$ cat src/rtl/mips_pkg.sv
// mips_pkg: shared types and constants for the MIPS32 fetch path
package mips_pkg;
  localparam int ANCHO_INSTR = 32;
  localparam int PC_INC = 4;
  localparam logic [31:0] PC_RESET_DEF = 32'h0000_0000;
  typedef enum logic {PEDIR, LISTO} estado_t;
endpackage

$ cat src/rtl/siguiente_pc.sv
// siguiente_pc: next-PC priority mux (branch over jump over sequential)
module siguiente_pc #(
  parameter int ANCHO_DIR = 32
) (
  input  logic [ANCHO_DIR-1:0] pc_mas4,
  input  logic [31:0]          inmediato,
  input  logic [25:0]          dir_salto,
  input  logic                 fuentePc,
  input  logic                 salto,
  output logic [ANCHO_DIR-1:0] sig_pc
);
  logic [ANCHO_DIR-1:0] w_desp;
  logic [ANCHO_DIR-1:0] w_rama;
  logic [ANCHO_DIR-1:0] w_salto;
  // Word offset becomes a byte offset; the two bits shifted out are dropped
  assign w_desp  = ANCHO_DIR'(inmediato) << 2;
  assign w_rama  = pc_mas4 + w_desp;
  assign w_salto = {pc_mas4[ANCHO_DIR-1:28], dir_salto, 2'b00};
  // Branch has priority when both branch and jump are flagged
  always_comb
    sig_pc = fuentePc ? w_rama : salto ? w_salto : pc_mas4;
endmodule

$ cat src/rtl/unidad_busqueda.sv
// unidad_busqueda: MIPS32 fetch unit with PC, req/ack memory port and instruction register
module unidad_busqueda
  import mips_pkg::*;
#(
  parameter int                   ANCHO_DIR = 32,
  parameter logic [ANCHO_DIR-1:0] PC_RESET  = PC_RESET_DEF
) (
  input  logic                   clk,
  input  logic                   rst,
  input  logic                   fuentePc,
  input  logic [31:0]            inmediato,
  input  logic                   salto,
  input  logic [25:0]            dir_salto,
  input  logic                   avanzar,
  output logic                   mem_req,
  output logic [ANCHO_DIR-1:0]   mem_addr,
  input  logic                   mem_ack,
  input  logic [ANCHO_INSTR-1:0] mem_dato,
  output logic [ANCHO_INSTR-1:0] instr,
  output logic                   instr_valida,
  output logic [ANCHO_DIR-1:0]   pc,
  output logic [ANCHO_DIR-1:0]   pc_mas4
);
  estado_t                r_estado;
  logic                   r_req;
  logic [ANCHO_DIR-1:0]   r_pc;
  logic [ANCHO_INSTR-1:0] r_instr;
  logic [ANCHO_DIR-1:0]   w_sig_pc;
  logic                   w_captura;
  logic                   w_consume;
  assign w_captura    = r_estado == PEDIR && r_req && mem_ack;
  assign w_consume    = r_estado == LISTO && avanzar;
  assign pc_mas4      = r_pc + ANCHO_DIR'(PC_INC);
  assign pc           = r_pc;
  assign mem_addr     = r_pc;
  assign mem_req      = r_req;
  assign instr        = r_instr;
  assign instr_valida = r_estado == LISTO;
  siguiente_pc #(.ANCHO_DIR(ANCHO_DIR)) u_siguiente_pc (
    .pc_mas4  (pc_mas4),
    .inmediato(inmediato),
    .dir_salto(dir_salto),
    .fuentePc (fuentePc),
    .salto    (salto),
    .sig_pc   (w_sig_pc)
  );
  // FSM and request: req is registered so it rises the cycle after reset and right after a consume
  always_ff @(posedge clk)
    if (rst) begin
      r_estado <= PEDIR;
      r_req    <= 1'b0;
    end else if (r_estado == PEDIR) begin
      r_estado <= w_captura ? LISTO : PEDIR;
      r_req    <= !w_captura;
    end else begin
      r_estado <= avanzar ? PEDIR : LISTO;
      r_req    <= avanzar;
    end
  // PC moves only on consume; instruction captured only on an accepted ack
  always_ff @(posedge clk)
    if (rst) begin
      r_pc    <= PC_RESET;
      r_instr <= '0;
    end else begin
      if (w_captura) r_instr <= mem_dato;
      if (w_consume) r_pc <= w_sig_pc;
    end
endmodule

$ cat config.mk
export PLATFORM = sky130hd
export DESIGN_NAME = unidad_busqueda
export DESIGN_NICKNAME = d
export VERILOG_FILES = /design/src/rtl/mips_pkg.sv /design/src/rtl/siguiente_pc.sv /design/src/rtl/unidad_busqueda.sv
export SDC_FILE = /design/constraint.sdc
export NUM_CORES = 1
export LEC_CHECK = 0
export ABC_AREA = 1
export BUFFER_PORTS_ARGS = -buffer_cell sky130_fd_sc_hd__buf_2
export CORE_AREA = 2 2 102 178
export DETAILED_ROUTE_END_ITERATION = 8
export DIE_AREA = 0 0 104 180
export HOLD_SLACK_MARGIN = 0.03
export SKIP_LAST_GASP = 1
export SLEW_MARGIN = 0
export SYNTH_ARGS = -nofsm -noshare
export SYNTH_HDL_FRONTEND = slang
export SYNTH_SLANG_ARGS = --single-unit
$ cat constraint.sdc
create_clock -name clk -period 3 [get_ports clk]
set_input_delay 0.15 -clock clk [delete_from_list [all_inputs] [get_ports clk]]
set_output_delay 0.15 -clock clk [all_outputs]
set_load 0.005 [all_outputs]
Word-level counts from Yosys, hierarchy flattened
Cells that the tools add are included.
W data, S select, Z words.
{ "totals": {"mem_bits_ro": 0, "latchBits": 0, "mem_bits_rw": 0, "elab_cells": 17, "inputBits": 96, "ff_bits": 66, "memories": 0} }
{ "op_classes": {"n_mul": 0, "shifts": 0, "order_cmp": 0, "n_reduce_logical": 4, "eq_ne": 0, "bitwise": 1, "n_mux": 6, "addsub": 2, "div_mod_pow": 0} }
{ "ops": {"columns": ["cell", "count"], "rows": [
  ["$add A32 B3 Y32 const B", 1],
  ["$add A32 B32 Y32", 1],
  ["$mux W32", 1],
  ["$mux W28", 1],
  ["$mux W1", 4],
  ["$logic_and A1 B1 Y1", 3],
  ["$logic_not A1 Y1", 1],
  ["$not A1 Y1", 1]
]} }

Depth between registers and ports, before layout
{ "logic_depth": {"depth_word": 5, "mapped_depth": 24, "depth_no_buf": 24} }

By module
A second synthesis with hierarchy kept.
{ "hier_totals": {"hier_cells": 1065, "hier_area_um2": 6232.2} }
{ "by_module_without_submodules": {"columns": ["mod", "cells_each", "n_inst", "area_each_um2"], "rows": [
  ["unidad_busqueda", 484, 1, 3442.1],
  ["siguiente_pc", 581, 1, 2790.2]
]} }

Worst setup path after synthesis
No wires, ideal clock.
{ "synth_path": {"path_type": "reg-to-reg", "from": "register r_pc[2] (netlist: mem_addr[2])", "to": "register r_pc[23] (netlist: mem_addr[23])", "t_required_ns": 2.878, "synth_period_minus_slack_ns": 2.692, "setup_slack_ns": 0.308, "arrival_ns": 2.570, "setup_time_ns": 0.122, "n_path_buf": 0, "path_stages_with_launch": 20, "cell_sequence": "dfxtp_1 > ha_1 > nand2_2 > nor2_2 > inv_1 > nor2_1 > xor2_1 > inv_1 > ha_1 > nand2_1 > nor2_1 > inv_1 > nor2_1 > nand2_1 > nand2_1 > nand3_1 > nand3_1 > nand2_1 > nand3_1 > a21oi_2"} }
{ "synth_between": {"elab_chain_len": 3, "word_cells_on_any_way": 4, "classes_between": "2 x add/sub; 2 x mux"} }
{ "synth_rtl": {"columns": ["item", "line_no", "source"], "rows": [
  ["start: declaration", "unidad_busqueda.sv:26", "logic [ANCHO_DIR-1:0] r_pc;"],
  ["start signal: assignment", "unidad_busqueda.sv:66", "if (w_consume) r_pc <= w_sig_pc;"],
  ["$add A32 B3 Y32", "unidad_busqueda.sv:33", "assign pc_mas4 = r_pc + ANCHO_DIR'(PC_INC);"],
  ["via pc_mas4[14]", "unidad_busqueda.sv:22", "output logic [ANCHO_DIR-1:0] pc_mas4"],
  ["$add A32 B32 Y32", "siguiente_pc.sv:17", "assign w_rama = pc_mas4 + w_desp;"],
  ["$mux W32", "siguiente_pc.sv:21", "sig_pc = fuentePc ? w_rama : salto ? w_salto : pc_mas4;"]
]} }
The timed path passes the listed nets, and every way through them passes these cells.
A chain may end at the register's enable or synchronous reset.

Worst setup path after layout
{ "layout_path": {"from": "register r_pc[14] (netlist: mem_addr[14])", "to": "register r_pc[30] (netlist: mem_addr[30])"} }
{ "layout_between": {"elab_chain_len": 3} }
{ "layout_rtl": {"columns": ["item", "line_no"], "rows": [
  ["$add A32 B3 Y32 *", "unidad_busqueda.sv:33"],
  ["$add A32 B32 Y32", "siguiente_pc.sv:17"],
  ["$mux W32 *", "siguiente_pc.sv:21"]
]} }
Mark *: on every way between the ends. The rest lies on a longest branch, timed or not.

==> summary.md <==
| Metric | Value |
|---|---|
| FMAX | 0.340 GHz |
| R2R cell count | 22 |
| Number of global-route vias before repair | 7509 |
| Power share of the combinational group | 32.8% |
| Main synth FF type | dfxtp_1 |
| Net Sw Frac | 31.9% |
| Final period util | 97.9% |
| Worst-path fanout max | 5 |
| Compound-gate portion of the synthesized area | 15.9% |
| Post-DP HPWL | 20400 um |
| Critical Path Most Common Cell | nand2_1 |
| Clock network power share | 38.0% |
| Share of cells above drive strength 1 | 43.1% |
| RSZ-0062 raised after global routing | yes |
| Post-synth EDFFs | 0 |
| Xor and xnor fraction of the mapped netlist area | 4.42% |
| Vias | 7690 |
| Initial drt markers | 375 |
| CP max-delay cell | dfxtp_2 |
| PortBufs | 217 |
| Minimum clock period | 2940 ps |
| Worst Path Required | 3210 ps |
| Full die area | 18700 um^2 |
| Clock Sinks | 64 |
| Register area share after synthesis | 21.6% |
| Crit-path cells | nand2_2 > nor3_4 > nand2_2 > buf_4 > buf_4 > nor3_2 > nand2_1 > nand2_1 > nand2_2 > inv_1 > ha_4 > nand2_2 > inv_1 > a21oi_2 > nand2_1 > a21oi_1 > buf_4 > nand2_1 > nand2_1 > nand3_1 > nand2_1 > a21oi_1 |
| Sequential power share | 29.1% |
| Leakage | 0.00507 uW |
| #FFs+latches synth | 64 |
| WL/cell | 15.9 um |
| Non-Filler Instances | 1588 |
| CP peak stage delay | 370 ps |
| GPL Wtd Cong | 0.959 |
| Antenna Nets Post-Route | 0 |
| Top Ports | 226 |
| Maximum clock path buffer count | 2 |
| Adder-Cell Fraction of Synth Area | 7.92% |
| Hold Crit Depth | 3 |
| Total Wirelength | 25200 um |
| Gr ovfl total | 0 |
| First-pass DRT Iterations | 5 |
| Status | finished clean |
| Root buf cell | clkbuf_16 |
| Largest family of logic cells by synthesized area | simple AND/OR/NAND/NOR gates |
| Logic depth of the worst path, buffers included | 22 |
| Max Cap Violations | 0 |
| Die X | 104 um |
| Synthesized cell area | 5940 um^2 |
| Pre-CTS WS | -145 ps |
| Power Density | 352 nW/um^2 |
| Worst slew margin | 45.9% |
| Dpl cells | 1564 |
| Final setup viols | 0 |
| Die span in y | 180 um |
| Initial antenna violation count | 2 |
| Vias per cell | 4.84 |
| Reg clk slew, reported paths | 60 ps |
| Site Rows | 64 |
| Fillers | 1819 |
| Worst VDD drop | 338 uV |
| Final worst slack | 62.1 ps |
| Int Pwr | 2240 uW |
| CP Data Arrival Time | 3150 ps |
| Residual DRC | 0 |
| CTS H-tree lvls | 3 |
| Startpoint Class | register |
| Critical path type | register to register |
| CP endpoint kind | register |
| Top post-synthesis cells by area | dfxtp_1 (22%), nand2_1 (15%), nor2_1 (10%), ha_1 (7.6%), o21ai_0 (7.2%) |
| Initial Utilization | 34.4% |
| Yosys warnings | 0 |
| Worst Tran Pin Value | 811 ps |
| CTS tree | built |
| Clk_lat worst skew | 340 ps |
| Largest net degree at the start of global routing | 43 |
| Post-Synth Simple-Gate Area | 36.6% |
| Num CTS Buffers | 9 |
| Syn_area_per_cell | 5.93 um^2 |
| CP bufs+invs | 5 |
| Distinct cells, synth | 44 |
| Multiplexer share of the synthesized area | 0% |
| Switching pwr | 1050 uW |
| Final hold viol count | 0 |
| First-pass GRT wire length | 38400 um |
| Post-Synthesis Cells | 1002 |
| Area leader, netlist | dfxtp_1 |
| Final Skew | 6.53 ps |
| Crit path max-delay family | simple AND/OR/NAND/NOR gates |
| Design area | 9380 um^2 |
| Total core area | 17300 um^2 |
| Top cell type's share of synthesized area | 21.6% |
| Async set-reset flop share out of synthesis | 0% |
| Final hold slack | 57.0 ps |
| Slew Limit Fails | 0 |
| P&R area growth vs syn | 57.9% |
| Hold Path Class | input pin to register |
| All-layer global routing usage | 26.2% |
| Final net count | 1484 |
| DP Area | 8270 um^2 |
## cell usage in the layout (no fill, tap or decap), drive strengths merged, types with 7 or more instances in the layout
master,Yosys,layout
dfxtp,64,64
nor2,173,173
nand3,61,61
xor2,24,24
buf,39,398
o21ai,88,88
clkbuf,26,10
inv,113,114
nand2,249,249
ha,36,36
a31oi,7,7
a21oi,70,70
nor3,13,13
## cells by family (layout without fill, tap and decap cells)
family | count (synthesis) | in the layout
xor+xnor | 30 | 30
compound gates | 177 | 177
other cells | 1 | 7
simple gates | 514 | 514
buf+inv | 179 | 528
flops | 64 | 64
fa+ha+maj | 37 | 37
## timing repair
action,4_1_cts,5_1_grt
hold buffers,0,0
gates resized for setup,23,145
setup endpoints to repair,12,21
pin swaps,2,31
buffers inserted,0,7
## cells in the mapped netlist (4+ instances only)
cell      count
a21oi_1      67
a31oi_1       7
buf_4        36
clkbuf_1     26
dfxtp_1      64
ha_1         36
inv_1       110
nand2_1     243
nand2_2       5
nand3_1      59
nand3b_1      5
nand4_1       5
nor2_1      164
nor2_2        6
nor3_1       10
o21ai_0      85
o21bai_1      4
xnor2_1       6
xor2_1       24
## cell type report
type / instances / area [um^2] / area share, %
clock inverter: 6 / 115 / 1.23
multi-input combinational: 764 / 4530 / 48.3
antenna: 1 / 2.50 / 0.0267
inverter: 114 / 428 / 4.56
tap: 231 / 289 / 3.08
sequential: 64 / 1320 / 14.0
clock buffer: 10 / 239 / 2.55
timing repair buffer: 398 / 2460 / 26.2
## power groups by stage
| stage | combinational (uW) | sequential [uW] | clock (uW) |
|---|---|---|---|
| after global routing | 1190 | 969 | 1300 |
| final | 1080 | 961 | 1250 |
| after floorplan | 478 | 983 | 0 |
| after detailed placement | 967 | 976 | 0 |
| after CTS | 982 | 959 | 1270 |
| after global placement | 961 | 974 | 0 |
## worst register-to-register path: stages, from the launching register on
cell and delay (ps):
dfxtp_2 370, nand2_2 110, nor3_4 170, nand2_2 100, buf_4 130, buf_4 120, nor3_2 130, nand2_1 70
nand2_1 70, nand2_2 70, inv_1 110, ha_4 230, nand2_2 100, inv_1 60, a21oi_2 170, nand2_1 80
a21oi_1 140, buf_4 150, nand2_1 50, nand2_1 50, nand3_1 120, nand2_1 140, a21oi_1 70
## worst paths after layout
path                 from            to  slack (ps)
max          mem_addr[14]  mem_addr[30]          60
min          mem_dato[14]     instr[14]          60
max reg2reg  mem_addr[14]  mem_addr[30]          60
min reg2reg     instr[23]     instr[23]         480
## metrics by stage
step / utilization [%] / power (uW) / setup TNS [ps]
6_report: 54.2 / 3300 / 0
2_1_floorplan: - / 1460 / 0
3_3_place_gp: 47.8 / 1940 / -301
5_1_grt: 54.2 / 3470 / -351
3_5_place_dp: 47.8 / 1940 / -506
4_1_cts: 50.4 / 3210 / -96.6
## state kept, by name, indices dropped and copies added (netlist names)
name          cells
mem_req           1
mem_addr         30
instr_valida      1
instr            32
## layer usage
layer / share of wire (%) / routed length [um] / track usage (%)
met1: 34 / 8680 / 25.7
met4: 6.4 / 1610 / 14.8
met3: 6.1 / 1540 / 4.71
met5: 0 / 0 / 0
met2: 53 / 13300 / 50.6
Note: power is estimated with default switching activity, not from simulation.
